--- config.mk ---
export PLATFORM = sky130hd
export DESIGN_NAME = boot_loader_flat
export DESIGN_NICKNAME = d
export VERILOG_FILES = /design/src/rtl/boot_loader_if.sv /design/src/rtl/boot_loader.sv /design/src/flat_wrapper.sv
export SDC_FILE = /design/constraint.sdc
export NUM_CORES = 1
export LEC_CHECK = 0
export ABC_AREA = 0
export CAP_MARGIN = 30
export CORE_MARGIN = 4
export CORE_UTILIZATION = 60
export CTS_CLUSTER_SIZE = 14
export DETAILED_ROUTE_END_ITERATION = 10
export GPL_TIMING_DRIVEN = 0
export HOLD_SLACK_MARGIN = 0.03
export PLACE_DENSITY_LB_ADDON = 0.15
export SYNTH_ARGS = -nofsm -noshare
export SYNTH_HDL_FRONTEND = slang
export SYNTH_SLANG_ARGS = --single-unit
--- constraint.sdc ---
create_clock -name clk -period 3.94 [get_ports clk]
set_input_delay 0.394 -clock clk [delete_from_list [all_inputs] [get_ports clk]]
set_output_delay 0.394 -clock clk [all_outputs]
set_load 0.02 [all_outputs]
--- src/rtl/boot_loader_if.sv ---
// Boot-loader side bus bundle: SPI EEPROM pins plus the SRAM write port and
// the ownership/status flags the top level uses to mux these buses.
//   master : the boot loader (drives SPI clock/data/select, SRAM port, flags)
//   slave  : the EEPROM/SRAM/top-level side (drives spiSDI)
interface boot_loader_if;
    logic        spiSCK;
    logic        spiSDO;
    logic        spiSDI;
    logic        spiSCS;
    logic        spiOwn;
    logic [15:0] sramAddr;
    logic [15:0] sramData;
    logic        sramWr;
    logic        sramEn;
    logic        isBooted;

    modport master (
        output spiSCK, spiSDO, spiSCS, spiOwn,
        output sramAddr, sramData, sramWr, sramEn, isBooted,
        input  spiSDI
    );

    modport slave (
        input  spiSCK, spiSDO, spiSCS, spiOwn,
        input  sramAddr, sramData, sramWr, sramEn, isBooted,
        output spiSDI
    );
endinterface

--- src/rtl/boot_loader.sv ---
// Boot loader: after reset, reads IMG_WORDS 16-bit words from a SPI EEPROM
// (READ command 0x03, address 0x0000, SPI mode 0) and writes them to SRAM
// at consecutive addresses starting at 0. When the copy is complete it
// releases the SPI bus and raises the sticky isBooted flag.
// Ports:
//   clk  - system clock
//   rst  - synchronous active-high reset
//   bus  - boot_loader_if.master: SPI pins, SRAM write port, spiOwn, isBooted
module boot_loader #(
    parameter int SCK_DIV   = 2,     // clk cycles per SCK half-period, 1..255
    parameter int IMG_WORDS = 1024   // words to copy, 1..65536
) (
    input  logic          clk,
    input  logic          rst,
    boot_loader_if.master bus
);
    typedef enum logic [2:0] {IDLE, CMD, ADDR, DATA, WRITE, DONE} state_t;

    localparam logic [8:0]  IDLE_LAST = 9'(2 * SCK_DIV - 1);
    localparam logic [8:0]  SCK_LAST  = 9'(SCK_DIV - 1);
    localparam logic [16:0] IMG_CNT   = 17'(IMG_WORDS);
    localparam logic [7:0]  CMD_READ  = 8'h03;

    state_t      state, state_nx;
    logic [8:0]  cnt;        // deselect timer in IDLE, SCK divider otherwise
    logic        sck;
    logic [3:0]  bit_cnt;
    logic [14:0] shreg;      // the 16th bit is taken straight from spiSDI
    logic [15:0] word_cnt;
    logic [16:0] remaining;  // 17 bits so 65536 words fits
    logic [15:0] sram_addr;
    logic [15:0] sram_data;
    logic        shifting;
    logic        fall;

    assign shifting = (state == CMD) || (state == ADDR) || (state == DATA);
    // Edge on which SCK goes 1->0: a bit completes, SDI is sampled.
    assign fall     = shifting && sck && (cnt == SCK_LAST);

    // State register
    always_ff @(posedge clk) begin
        if (rst) state <= IDLE;
        else     state <= state_nx;
    end

    // Next-state logic
    always_comb begin
        state_nx = state;
        case (state)
            IDLE:    if (cnt == IDLE_LAST)             state_nx = CMD;
            CMD:     if (fall && bit_cnt == 4'd7)      state_nx = ADDR;
            ADDR:    if (fall && bit_cnt == 4'd15)     state_nx = DATA;
            DATA:    if (fall && bit_cnt == 4'd15)     state_nx = WRITE;
            WRITE:   state_nx = (remaining == 17'd1) ? DONE : DATA;
            DONE:    state_nx = DONE;
            default: state_nx = IDLE;
        endcase
    end

    // Datapath: divider, bit counter, shifter, word counters, SRAM registers
    always_ff @(posedge clk) begin
        if (rst) begin
            cnt       <= '0;
            sck       <= 1'b0;
            bit_cnt   <= '0;
            shreg     <= '0;
            word_cnt  <= '0;
            remaining <= IMG_CNT;
            sram_addr <= '0;
            sram_data <= '0;
        end else if (state_nx != state) begin
            // Every state entry restarts the divider with SCK low.
            cnt     <= '0;
            sck     <= 1'b0;
            bit_cnt <= '0;
            if (state_nx == WRITE) begin
                sram_addr <= word_cnt;
                sram_data <= {shreg, bus.spiSDI};
            end
            if (state == WRITE) begin
                word_cnt  <= word_cnt + 16'd1;
                remaining <= remaining - 17'd1;
            end
        end else if (state == IDLE) begin
            cnt <= cnt + 9'd1;
        end else if (shifting) begin
            if (cnt == SCK_LAST) begin
                cnt <= '0;
                sck <= ~sck;
                if (sck) begin
                    bit_cnt <= bit_cnt + 4'd1;
                    shreg   <= {shreg[13:0], bus.spiSDI};
                end
            end else begin
                cnt <= cnt + 9'd1;
            end
        end
    end

    // Outputs
    always_comb begin
        bus.spiSCS   = 1'b1;
        bus.spiSCK   = 1'b0;
        bus.spiSDO   = 1'b0;
        bus.spiOwn   = 1'b1;
        bus.isBooted = 1'b0;
        bus.sramWr   = 1'b0;
        bus.sramEn   = 1'b0;
        case (state)
            CMD: begin
                bus.spiSCS = 1'b0;
                bus.spiSCK = sck;
                bus.spiSDO = CMD_READ[3'd7 - bit_cnt[2:0]];
            end
            ADDR, DATA: begin
                // Address is all zeros, so SDO stays low.
                bus.spiSCS = 1'b0;
                bus.spiSCK = sck;
            end
            WRITE: begin
                bus.spiSCS = 1'b0;
                bus.sramWr = 1'b1;
                bus.sramEn = 1'b1;
            end
            DONE: begin
                bus.spiOwn   = 1'b0;
                bus.isBooted = 1'b1;
            end
            default: ;
        endcase
    end

    assign bus.sramAddr = sram_addr;
    assign bus.sramData = sram_data;
endmodule
--- src/flat_wrapper.sv ---
// flat-port wrapper written by rule: the top's interface ports become plain ports
module boot_loader_flat 
#(
    parameter int SCK_DIV   = 2,                                              
    parameter int IMG_WORDS = 1024                             
)
  (clk, rst, bus_spiSCK, bus_spiSDO, bus_spiSCS, bus_spiOwn, bus_sramAddr, bus_sramData, bus_sramWr, bus_sramEn, bus_isBooted, bus_spiSDI);
  boot_loader_if bus_i ();
  input  logic clk;
  input  logic rst;
  output wire logic [$bits(bus_i.spiSCK)-1:0] bus_spiSCK;
  output wire logic [$bits(bus_i.spiSDO)-1:0] bus_spiSDO;
  output wire logic [$bits(bus_i.spiSCS)-1:0] bus_spiSCS;
  output wire logic [$bits(bus_i.spiOwn)-1:0] bus_spiOwn;
  output wire logic [$bits(bus_i.sramAddr)-1:0] bus_sramAddr;
  output wire logic [$bits(bus_i.sramData)-1:0] bus_sramData;
  output wire logic [$bits(bus_i.sramWr)-1:0] bus_sramWr;
  output wire logic [$bits(bus_i.sramEn)-1:0] bus_sramEn;
  output wire logic [$bits(bus_i.isBooted)-1:0] bus_isBooted;
  input wire logic [$bits(bus_i.spiSDI)-1:0] bus_spiSDI;
  assign bus_spiSCK = bus_i.spiSCK;
  assign bus_spiSDO = bus_i.spiSDO;
  assign bus_spiSCS = bus_i.spiSCS;
  assign bus_spiOwn = bus_i.spiOwn;
  assign bus_sramAddr = bus_i.sramAddr;
  assign bus_sramData = bus_i.sramData;
  assign bus_sramWr = bus_i.sramWr;
  assign bus_sramEn = bus_i.sramEn;
  assign bus_isBooted = bus_i.isBooted;
  assign bus_i.spiSDI = bus_spiSDI;
  boot_loader #(.SCK_DIV(SCK_DIV), .IMG_WORDS(IMG_WORDS)) u_core (.clk(clk), .rst(rst), .bus(bus_i));
endmodule
# After elaboration in Yosys (flattened, before gate mapping)
# Memory sizes are Yosys's and may differ from the RTL's.
# Cells that the tools add are included.
dict set report word_totals {
  register_bits 97
  rom_bits 8
  in_bits 3
  out_inout_bits 39
  elab_cells 63
  n_memories 1
}
dict set report op_classes {
  n_addsub 5
  n_lt_le_gt_ge 1
  eq_ne 12
  muxes 16
  bitwise 3
  n_reduce_logical 16
}
# memory words width read_ports rd_clocked_by_memory_dff wr line_no
set memory_table {}
lappend memory_table {{(no name shown)} 8 1 1 0 0 boot_loader.sv:113} ;# bus.spiSDO = CMD_READ[3'd7 - bit_cnt[2:0]];
# op n
set ops {}
lappend ops {{9-bit 2-to-1 mux} 3}
lappend ops {{3-bit one-hot mux with 6 select lines} 1}
lappend ops {{17-bit by 1-bit equality test with 1-bit output (second input constant)} 1}
lappend ops {{17-bit by 1-bit subtractor with 17-bit output (second input constant)} 1}
lappend ops {{16-bit by 1-bit adder with 16-bit output (second input constant)} 1}
lappend ops {{3-bit 2-to-1 mux} 5}
lappend ops {{9-bit by 1-bit adder with 9-bit output (second input constant)} 1}
lappend ops {{3-bit equality test (second input constant)} 3}
lappend ops {{9-bit by 1-bit equality test with 1-bit output (second input constant)} 1}
lappend ops {{9-bit by 2-bit equality test with 1-bit output (second input constant)} 1}
lappend ops {{1-bit 2-to-1 mux} 7}
lappend ops {{3-bit by 2-bit equality test with 1-bit output (second input constant)} 2}
lappend ops {{5-bit AND reduction} 1}
lappend ops {{4-bit by 1-bit adder with 4-bit output (second input constant)} 1}
lappend ops {{4-bit by 3-bit equality test with 1-bit output (second input constant)} 1}
lappend ops {{4-bit equality test (second input constant)} 1}
lappend ops {{1-bit logical AND} 4}
lappend ops {{3-bit by 4-bit less-than comparator with 1-bit output (second input constant)} 1}
lappend ops {{2-bit AND reduction} 2}
lappend ops {{4-bit AND reduction} 1}
lappend ops {{4-bit OR reduction} 1}
lappend ops {{3-bit by 1-bit equality test with 1-bit output (second input constant)} 1}
lappend ops {{3-bit zero test} 1}
lappend ops {{3-bit != test} 1}
lappend ops {{other kinds (7)} 10}

# Longest topological paths before layout
# Gate-level depths: netlist (run 1).
dict set report logic_depth {
  depth_word 11
  depth_mapped 8
  depth_no_buf 6
}

# Worst setup path after synthesis (run 1)
# OpenSTA, ideal clock, no wires.
dict set report synth_path {
  path_kind {reg-to-reg}
  start {register u_core.cnt[0]}
  end {register u_core.shreg[5]}
  setup_time_ns 0.072
  arrival_time_ns 1.813
  t_required_ns 3.868
  path_slack_ns 2.056
  path_stages_with_launch 8
  path_buffers 2
  synth_period_minus_slack_ns 1.884
  cell_sequence {dfxtp_1 ha_1 nor4b_1 nand2_1 buf_2 nor3_4 buf_6 mux2i_1}
}
dict set report synth_between {
  elab_chain_cells 8
  elab_cells_between_ends 13
  cone_classes {3 x eq/ne; 5 x mux; 1 x bitwise; 4 x reduce/logical}
}
# item line_no
set synth_rtl {}
lappend synth_rtl {{from (decl)} boot_loader.sv:25} ;# logic [8:0] cnt;
lappend synth_rtl {{from (signal assigned)} boot_loader.sv:85} ;# cnt <= cnt + 9'd1;
lappend synth_rtl {{from (signal assigned)} boot_loader.sv:95} ;# cnt <= cnt + 9'd1;
lappend synth_rtl {{9-bit by 1-bit equality test with 1-bit output} {boot_loader.sv:38, boot_loader.sv:87}}
lappend synth_rtl {{1-bit logical AND} boot_loader.sv:38} ;# assign fall = shifting && sck && (cnt == SCK_LAST);
lappend synth_rtl {{1-bit logical AND, on equally long branches} {boot_loader.sv:52, boot_loader.sv:53, boot_loader.sv:51}}
lappend synth_rtl {{3-bit 2-to-1 mux, on equally long branches} {boot_loader.sv:53, boot_loader.sv:51, boot_loader.sv:52}}
lappend synth_rtl {{3-bit one-hot mux with 6 select lines} boot_loader.sv:49} ;# case (state)
lappend synth_rtl {{3-bit != test} boot_loader.sv:71} ;# end else if (state_nx != state) begin
lappend synth_rtl {{1-bit NOT (no line)} --}
lappend synth_rtl {{5-bit AND reduction (no line) *} --}
lappend synth_rtl {{to (signal assigned)} boot_loader.sv:92} ;# shreg <= {shreg[13:0], bus.spiSDI};
lappend synth_rtl {{to (decl)} boot_loader.sv:28} ;# logic [14:0] shreg;
# Every way passes the cells marked *; elsewhere a longest branch is shown, timed or not.
# A chain may end at the register's enable or synchronous reset.

# Worst setup path after layout (run 1)
dict set report layout_path {
  start {register u_core.state[1]}
  end {output bus_sramWr}
}
dict set report layout_between {
  elab_chain_cells 2
}
# item line_no
set layout_rtl {}
lappend layout_rtl {{from (decl)} boot_loader.sv:24} ;# state_t state, state_nx;
lappend layout_rtl {{from (signal assigned)} boot_loader.sv:43} ;# else state <= state_nx;
lappend layout_rtl {{3-bit equality test} boot_loader.sv:109} ;# case (state)
lappend layout_rtl {{1-bit 2-to-1 mux} boot_loader.sv:109}
lappend layout_rtl {{to (decl)} flat_wrapper.sv:17} ;# output wire logic [$bits(bus_i.sramWr)-1:0] bus_sramWr;
# No other way between the ends.

==> reports/metrics.yaml, run 1 <==
sta:
  hold_ws_ns: 0.267
  report.final.slew_viol_count: 0
  clock_skew_ns: 0.00959
  max_freq_mhz: 354
  tns_ns: 0
  fin_crit_sh_pct: 71.7
  relSlewSlack_pct: 60.4
  tightestPinTransition_ns: 0.590
  fin_crit_ns: 2.82
  final_hold_viol_count: 0
  setup-violations-final: 0
  rsz0062_at_grt: "no"
clock_tree:
  post_cts_buffers: 0
  clk-insertion-delay-late_ns: 0.37
  cts_buffers: 9
  clockRootBuffer: "clkbuf_8"
  htree_levels: 3
  cts.clk_slew.worst_paths_ns: 0.09
  clockBufferDepth: 2
  cts_tree: "yes"
  ctsHoldBuffers: 0
  ctsResizeCount: 0
  clock_sinks: 97
route:
  viasPerCell: 5.61
  first_pass_iters: 4
  antenna_left: 0
  via_count: 3474
  drt_iter0_drc: 157
  wirelength_um: 9070
  avgRoutedWirePerCell_um: 14.7
  drc_errors: 0
global_routing:
  grt_max_degree: 18
  antenna_found_initial: 0
  grt_pass1_vias: 3368
  grt_first_pass_wirelength_um: 15600
  grtUsageTotal_pct: 22.2
  grt_remaining_overflow: 0
synthesis:
  yosysSeqAreaShare_pct: 44.3
  synth-seq-cells: 97
  syn_area_per_cell_um2: 9.38
  synth_nets: 476
  synth-edff-count: 0
  ys_warn_count: 0
  synthArstFlopShare_pct: 0
  synth-main-ff-cell: "dfxtp_1"
  syn_area_um2: 4380
  syn_inst: 467
  synth.distinct_cells: 61
critical_path:
  crit_type: "register to output pin"
  crit_required_ns: 3.55
  path_max_fanout: 11
  crit_arrival_ns: 2.43
  endpoint_kind: "output pin"
  startpoint_type: "register"
die:
  io_pins: 42
  core_area_um2: 6940
  dieArea_um2: 8730
  num_rows: 30
  start_util_pct: 63.1
  dieHeight_um: 93.4
  dieWidth_um: 93.4
final_layout:
  fill_cells: 554
  drive_above_1_share_pct: 8.60
  area_growth_pct: 16.0
  n_antenna_cell: 0
  stdcell_area_um2: 5080
  fin_cells: 619
  final_nets: 527
power:
  p_int_mw: 1.25
  switching_share_pct: 25.4
  power_density_nw_per_um2: 331
  vdd_drop_max_mv: 0.265
  p_seq_share_pct: 59.1
  p_switching_mw: 0.427
  p_clk_share_pct: 35.9
  leakagePower_nw: 1.70
  comb_power_share_pct: 5.0
place:
  port_buffers: 40
  gp_congestion: 0.853
  dp.cells: 603
  placed_area_um2: 4900
  hpwl_um: 6630
hold_path:
  worstHoldPathType: "input pin to register"
outcome:
  status: "finished clean"
run:
  drv_cap: 0
## per-layer routing
layer  track usage (%)  routed length (um)  vias to the layer above
li1                  -                   -                     1738
met1              27.9                4110                     1677
met2              38.4                4560                       49
met3              4.02                 274                       10
met4              7.33                 127                        0
met5                 0                   0                        -
## power groups by stage
| stage | clock (mW) | sequential, mW | combinational [mW] |
|---|---|---|---|
| final | 0.603 | 0.993 | 0.0843 |
| after detailed placement | 0 | 1.02 | 0.0838 |
| after CTS | 0.618 | 0.993 | 0.0842 |
| after global placement | 0 | 1.02 | 0.0824 |
| after floorplan | 0 | 1.01 | 0.0621 |
| after global routing | 0.655 | 0.994 | 0.0952 |
## layout make-up
cell class / count / area (um^2) / area share, %
clock buffers: 10 / 128 / 2.51
well taps: 96 / 120 / 2.37
plain buffers: 26 / 159 / 3.13
clock inverters: 6 / 51.3 / 1.01
repair buffers: 40 / 400 / 7.88
flip-flops and latches: 97 / 1940 / 38.2
multi-input cells: 332 / 2230 / 44.0
inverters: 12 / 45.0 / 0.887
## final timing paths
kind	from	endpoint	slack, ns	depth (start not counted)
min reg2reg	u_core.bus.sramAddr[3]	u_core.bus.sramAddr[3]	0.46	2
max reg2reg	u_core.cnt[0]	u_core.bus.sramAddr[10]	1.70	6
min	rst	u_core.remaining[1]	0.27	2
max	u_core.state[1]	bus_sramWr	1.12	5
## cell usage in the layout (no fill, tap or decap), types with 5 or more instances in the layout
cell / instances
nand3_1: 8
xor2_1: 23
mux2i_1: 50
or4_1: 9
o31ai_1: 8
nor2_1: 29
buf_2: 6
nand2b_1: 5
clkbuf_8: 11
ha_1: 6
clkbuf_1: 12
clkdlybuf4s50_1: 40
nand2_1: 83
a22oi_1: 6
o21ai_0: 8
or3_1: 5
nand4_1: 10
inv_1: 12
dfxtp_1: 97
a21oi_1: 20
## synth_stat cells (3+ instances only)
| cell | n | area share [%] |
|---|---|---|
| nand2b_1 | 5 | 0.71 |
| nor2_1 | 29 | 2.5 |
| nand2_1 | 83 | 7.1 |
| xor2_1 | 23 | 4.6 |
| nor4_1 | 3 | 0.43 |
| nor2b_1 | 4 | 0.57 |
| a22oi_1 | 6 | 1.0 |
| nand4b_1 | 4 | 0.80 |
| xnor2_1 | 3 | 0.60 |
| inv_1 | 12 | 1.0 |
| dfxtp_1 | 97 | 44 |
| mux2i_1 | 50 | 11 |
| nand3_1 | 8 | 0.91 |
| nand3b_1 | 3 | 0.51 |
| buf_6 | 4 | 1.0 |
| buf_2 | 6 | 0.69 |
| nor3_1 | 3 | 0.34 |
| clkbuf_1 | 11 | 0.94 |
| ha_1 | 6 | 1.7 |
| o21ai_0 | 8 | 0.91 |
| or4_1 | 9 | 1.5 |
| a21oi_1 | 20 | 2.3 |
| o31ai_1 | 8 | 1.4 |
| or3_1 | 5 | 0.71 |
| nand4_1 | 10 | 1.4 |
| and3_1 | 3 | 0.43 |
## registers in the layout, summed over array words and instances (netlist names)
signal / flops
u_core.remaining: 17
u_core.bus.sramAddr: 16
u_core.bus.sramData: 16
u_core.word_cnt: 16
u_core.shreg: 15
u_core.cnt: 9
u_core.bit_cnt: 4
u_core.state: 3
u_core.sck: 1
## worst max-delay path: stages (launching register included)
cell and delay (ns):
dfxtp_1 0.38, buf_2 0.22, nor3b_4 0.41, buf_2 0.33, buf_4 0.15, clkdlybuf4s50_1 0.59
## metrics by stage
step / worst slack (ns) / power, mW / util [%]
after floorplan: 2.06 / 1.08 / -
after global placement: 1.51 / 1.10 / 70.6
after detailed placement: 1.53 / 1.10 / 70.6
after CTS: 1.12 / 1.69 / 73.1
after global routing: 0.996 / 1.74 / 73.1
final: 1.12 / 1.68 / 73.1
## cell families (layout without fill, tap and decap cells)
logic type | count (synthesis) | in the layout | share of synthesized area [%]
AO/OA/AOI/OAI | 58 | 58 | 8.60
XOR/XNOR | 26 | 26 | 5.20
adder cells (fa/ha/maj) | 6 | 6 | 1.71
buffers and inverters | 38 | 94 | 4.66
flip-flops | 97 | 97 | 44.3
multiplexers | 51 | 51 | 11.7
AND/OR/NAND/NOR | 191 | 191 | 23.8
Power figures use the tool's default switching activity.
==> run 2: changes to the inputs <==
Settings changed: CORE_UTILIZATION 60 to 57.
Clock period 3.94 ns to 2.9 ns, I/O delays scaled along.
==> run 2 against run 1 <==
Compared with the run above:
- global-route usage shrank 0.94 points
- wire length grew 0.13%
- critical path type unchanged
- core utilization shrank 3.9 points
- register-to-register slack lost 1.1 ns
- critical path depth is the same
- largest power group unchanged
- clock skew grew 0.00078 ns
- die area grew 4.8%
- non-clock buffer count is the same
- highest routed layer unchanged
- sequential share of layout area shrank 0.15 points
==> reports/metrics.yaml, run 2 (synthesized netlist as in run 1, its figures left out) <==
final_layout:
  fin_cells: 622
  area_growth_pct: 16.4
  final_cell_mix: "dfxtp_1 (97), nand2_1 (83), mux2i_1 (50), clkdlybuf4s50_1 (40), nor2_1 (29)"
  n_antenna_cell: 0
  fill_cells: 615
  layout_commonest_cell: "dfxtp_1"
  final_nets: 527
  largest_reg_flops: 17
  regMostFlops: "u_core.remaining"
  drive_above_1_share_pct: 8.80
hold_path:
  worstHoldPathType: "input pin to register"
  min-delay-start: "rst"
place:
  port_buffers: 40
  dp.cells: 606
  hpwl_um: 6450
  gp_congestion: 0.830
global_routing:
  grt_remaining_overflow: 0
  grt_first_pass_wirelength_um: 15600
  antenna_found_initial: 0
  grt_pass1_vias: 3425
  grtUsageTotal_pct: 21.3
  grt_max_degree: 19
sta:
  relSlewSlack_pct: 62.6
  fin_crit_ns: 2.74
  clock_skew_ns: 0.0104
  tightestPinTransition_ns: 0.557
  hold_ws_ns: 0.169
  tns_ns: 0
  rsz0062_at_grt: "no"
  fin_crit_sh_pct: 94.5
  report.final.slew_viol_count: 0
  setup-violations-final: 0
  max_freq_mhz: 365
  final_hold_viol_count: 0
clock_tree:
  clockRootBuffer: "clkbuf_8"
  cts.clk_slew.worst_paths_ns: 0.10
  htree_levels: 3
  ctsHoldBuffers: 0
  cts_buffers: 9
  clockBufferDepth: 2
  cts_tree: "yes"
  post_cts_buffers: 0
  ctsResizeCount: 0
  clk-insertion-delay-late_ns: 0.37
  clock_sinks: 97
critical_path:
  crit_required_ns: 2.61
  path_max_fanout: 11
  r2r_start: "u_core.cnt[0]"
  startpoint_type: "register"
  crit_type: "register to output pin"
  endpoint_kind: "output pin"
  crit_arrival_ns: 2.45
  crit_path_start: "u_core.state[1]"
route:
  wirelength_um: 9080
  viasPerCell: 5.57
  drt_iter0_drc: 177
  first_pass_iters: 4
  drc_errors: 0
  via_count: 3462
  antenna_left: 0
  avgRoutedWirePerCell_um: 14.6
power:
  vdd_drop_max_mv: 0.397
  power_density_nw_per_um2: 456
  leakagePower_nw: 1.71
die:
  num_rows: 31
  dieWidth_um: 95.7
  io_pins: 42
  core_area_um2: 7370
  dieHeight_um: 95.7
  start_util_pct: 59.4
  dieArea_um2: 9150
run:
  drv_cap: 0
outcome:
  status: "finished clean"
## run 2: cell type report
| type | count | area (um^2) | area share (%) |
|---|---|---|---|
| tap | 99 | 124 | 2.43 |
| clock buffer | 10 | 138 | 2.70 |
| timing repair buffer | 40 | 400 | 7.85 |
| inverter | 12 | 45.0 | 0.883 |
| buffer | 26 | 159 | 3.12 |
| clock inverter | 6 | 57.6 | 1.13 |
| multi-input combinational | 332 | 2230 | 43.8 |
| sequential | 97 | 1940 | 38.1 |
## run 2: stage by stage
stage          power, mW  instance area [um^2]  setup slack (ns)  util (%)
2_1_floorplan       1.46                  4380              1.02         -
3_3_place_gp        1.49                  4900             0.571      66.5
3_5_place_dp        1.49                  4900             0.566      66.5
4_1_cts             2.35                  5100             0.143      69.2
5_1_grt             2.41                  5100            0.0472      69.2
6_report            2.33                  5100             0.160      69.2
## run 2: critical path, stage by stage (launching register included)
cell             delay, ns
dfxtp_1               0.38
buf_2                 0.22
nor3b_4               0.40
buf_2                 0.35
buf_4                 0.15
clkdlybuf4s50_1       0.58
## run 2: metal layers
| layer | vias up | wire length [um] | GRT usage (%) |
|---|---|---|---|
| met2 | 56 | 4440 | 36.2 |
| met3 | 9 | 257 | 4.26 |
| li1 | 1739 | - | - |
| met4 | 0 | 108 | 6.75 |
| met5 | - | 0 | 0 |
| met1 | 1658 | 4280 | 27.0 |
## run 2: final timing paths
path,to,slack (ns),cells after the start
setup reg to reg,u_core.shreg[8],0.61,7
setup / recovery,bus_sramWr,0.16,5
hold / removal,u_core.remaining[1],0.17,2
hold reg to reg,u_core.bus.sramData[2],0.46,2
## run 2: power breakdown
group          internal (mW)  switching (mW)
sequential              1.34          0.0109
clock                  0.357           0.505
combinational         0.0387          0.0754
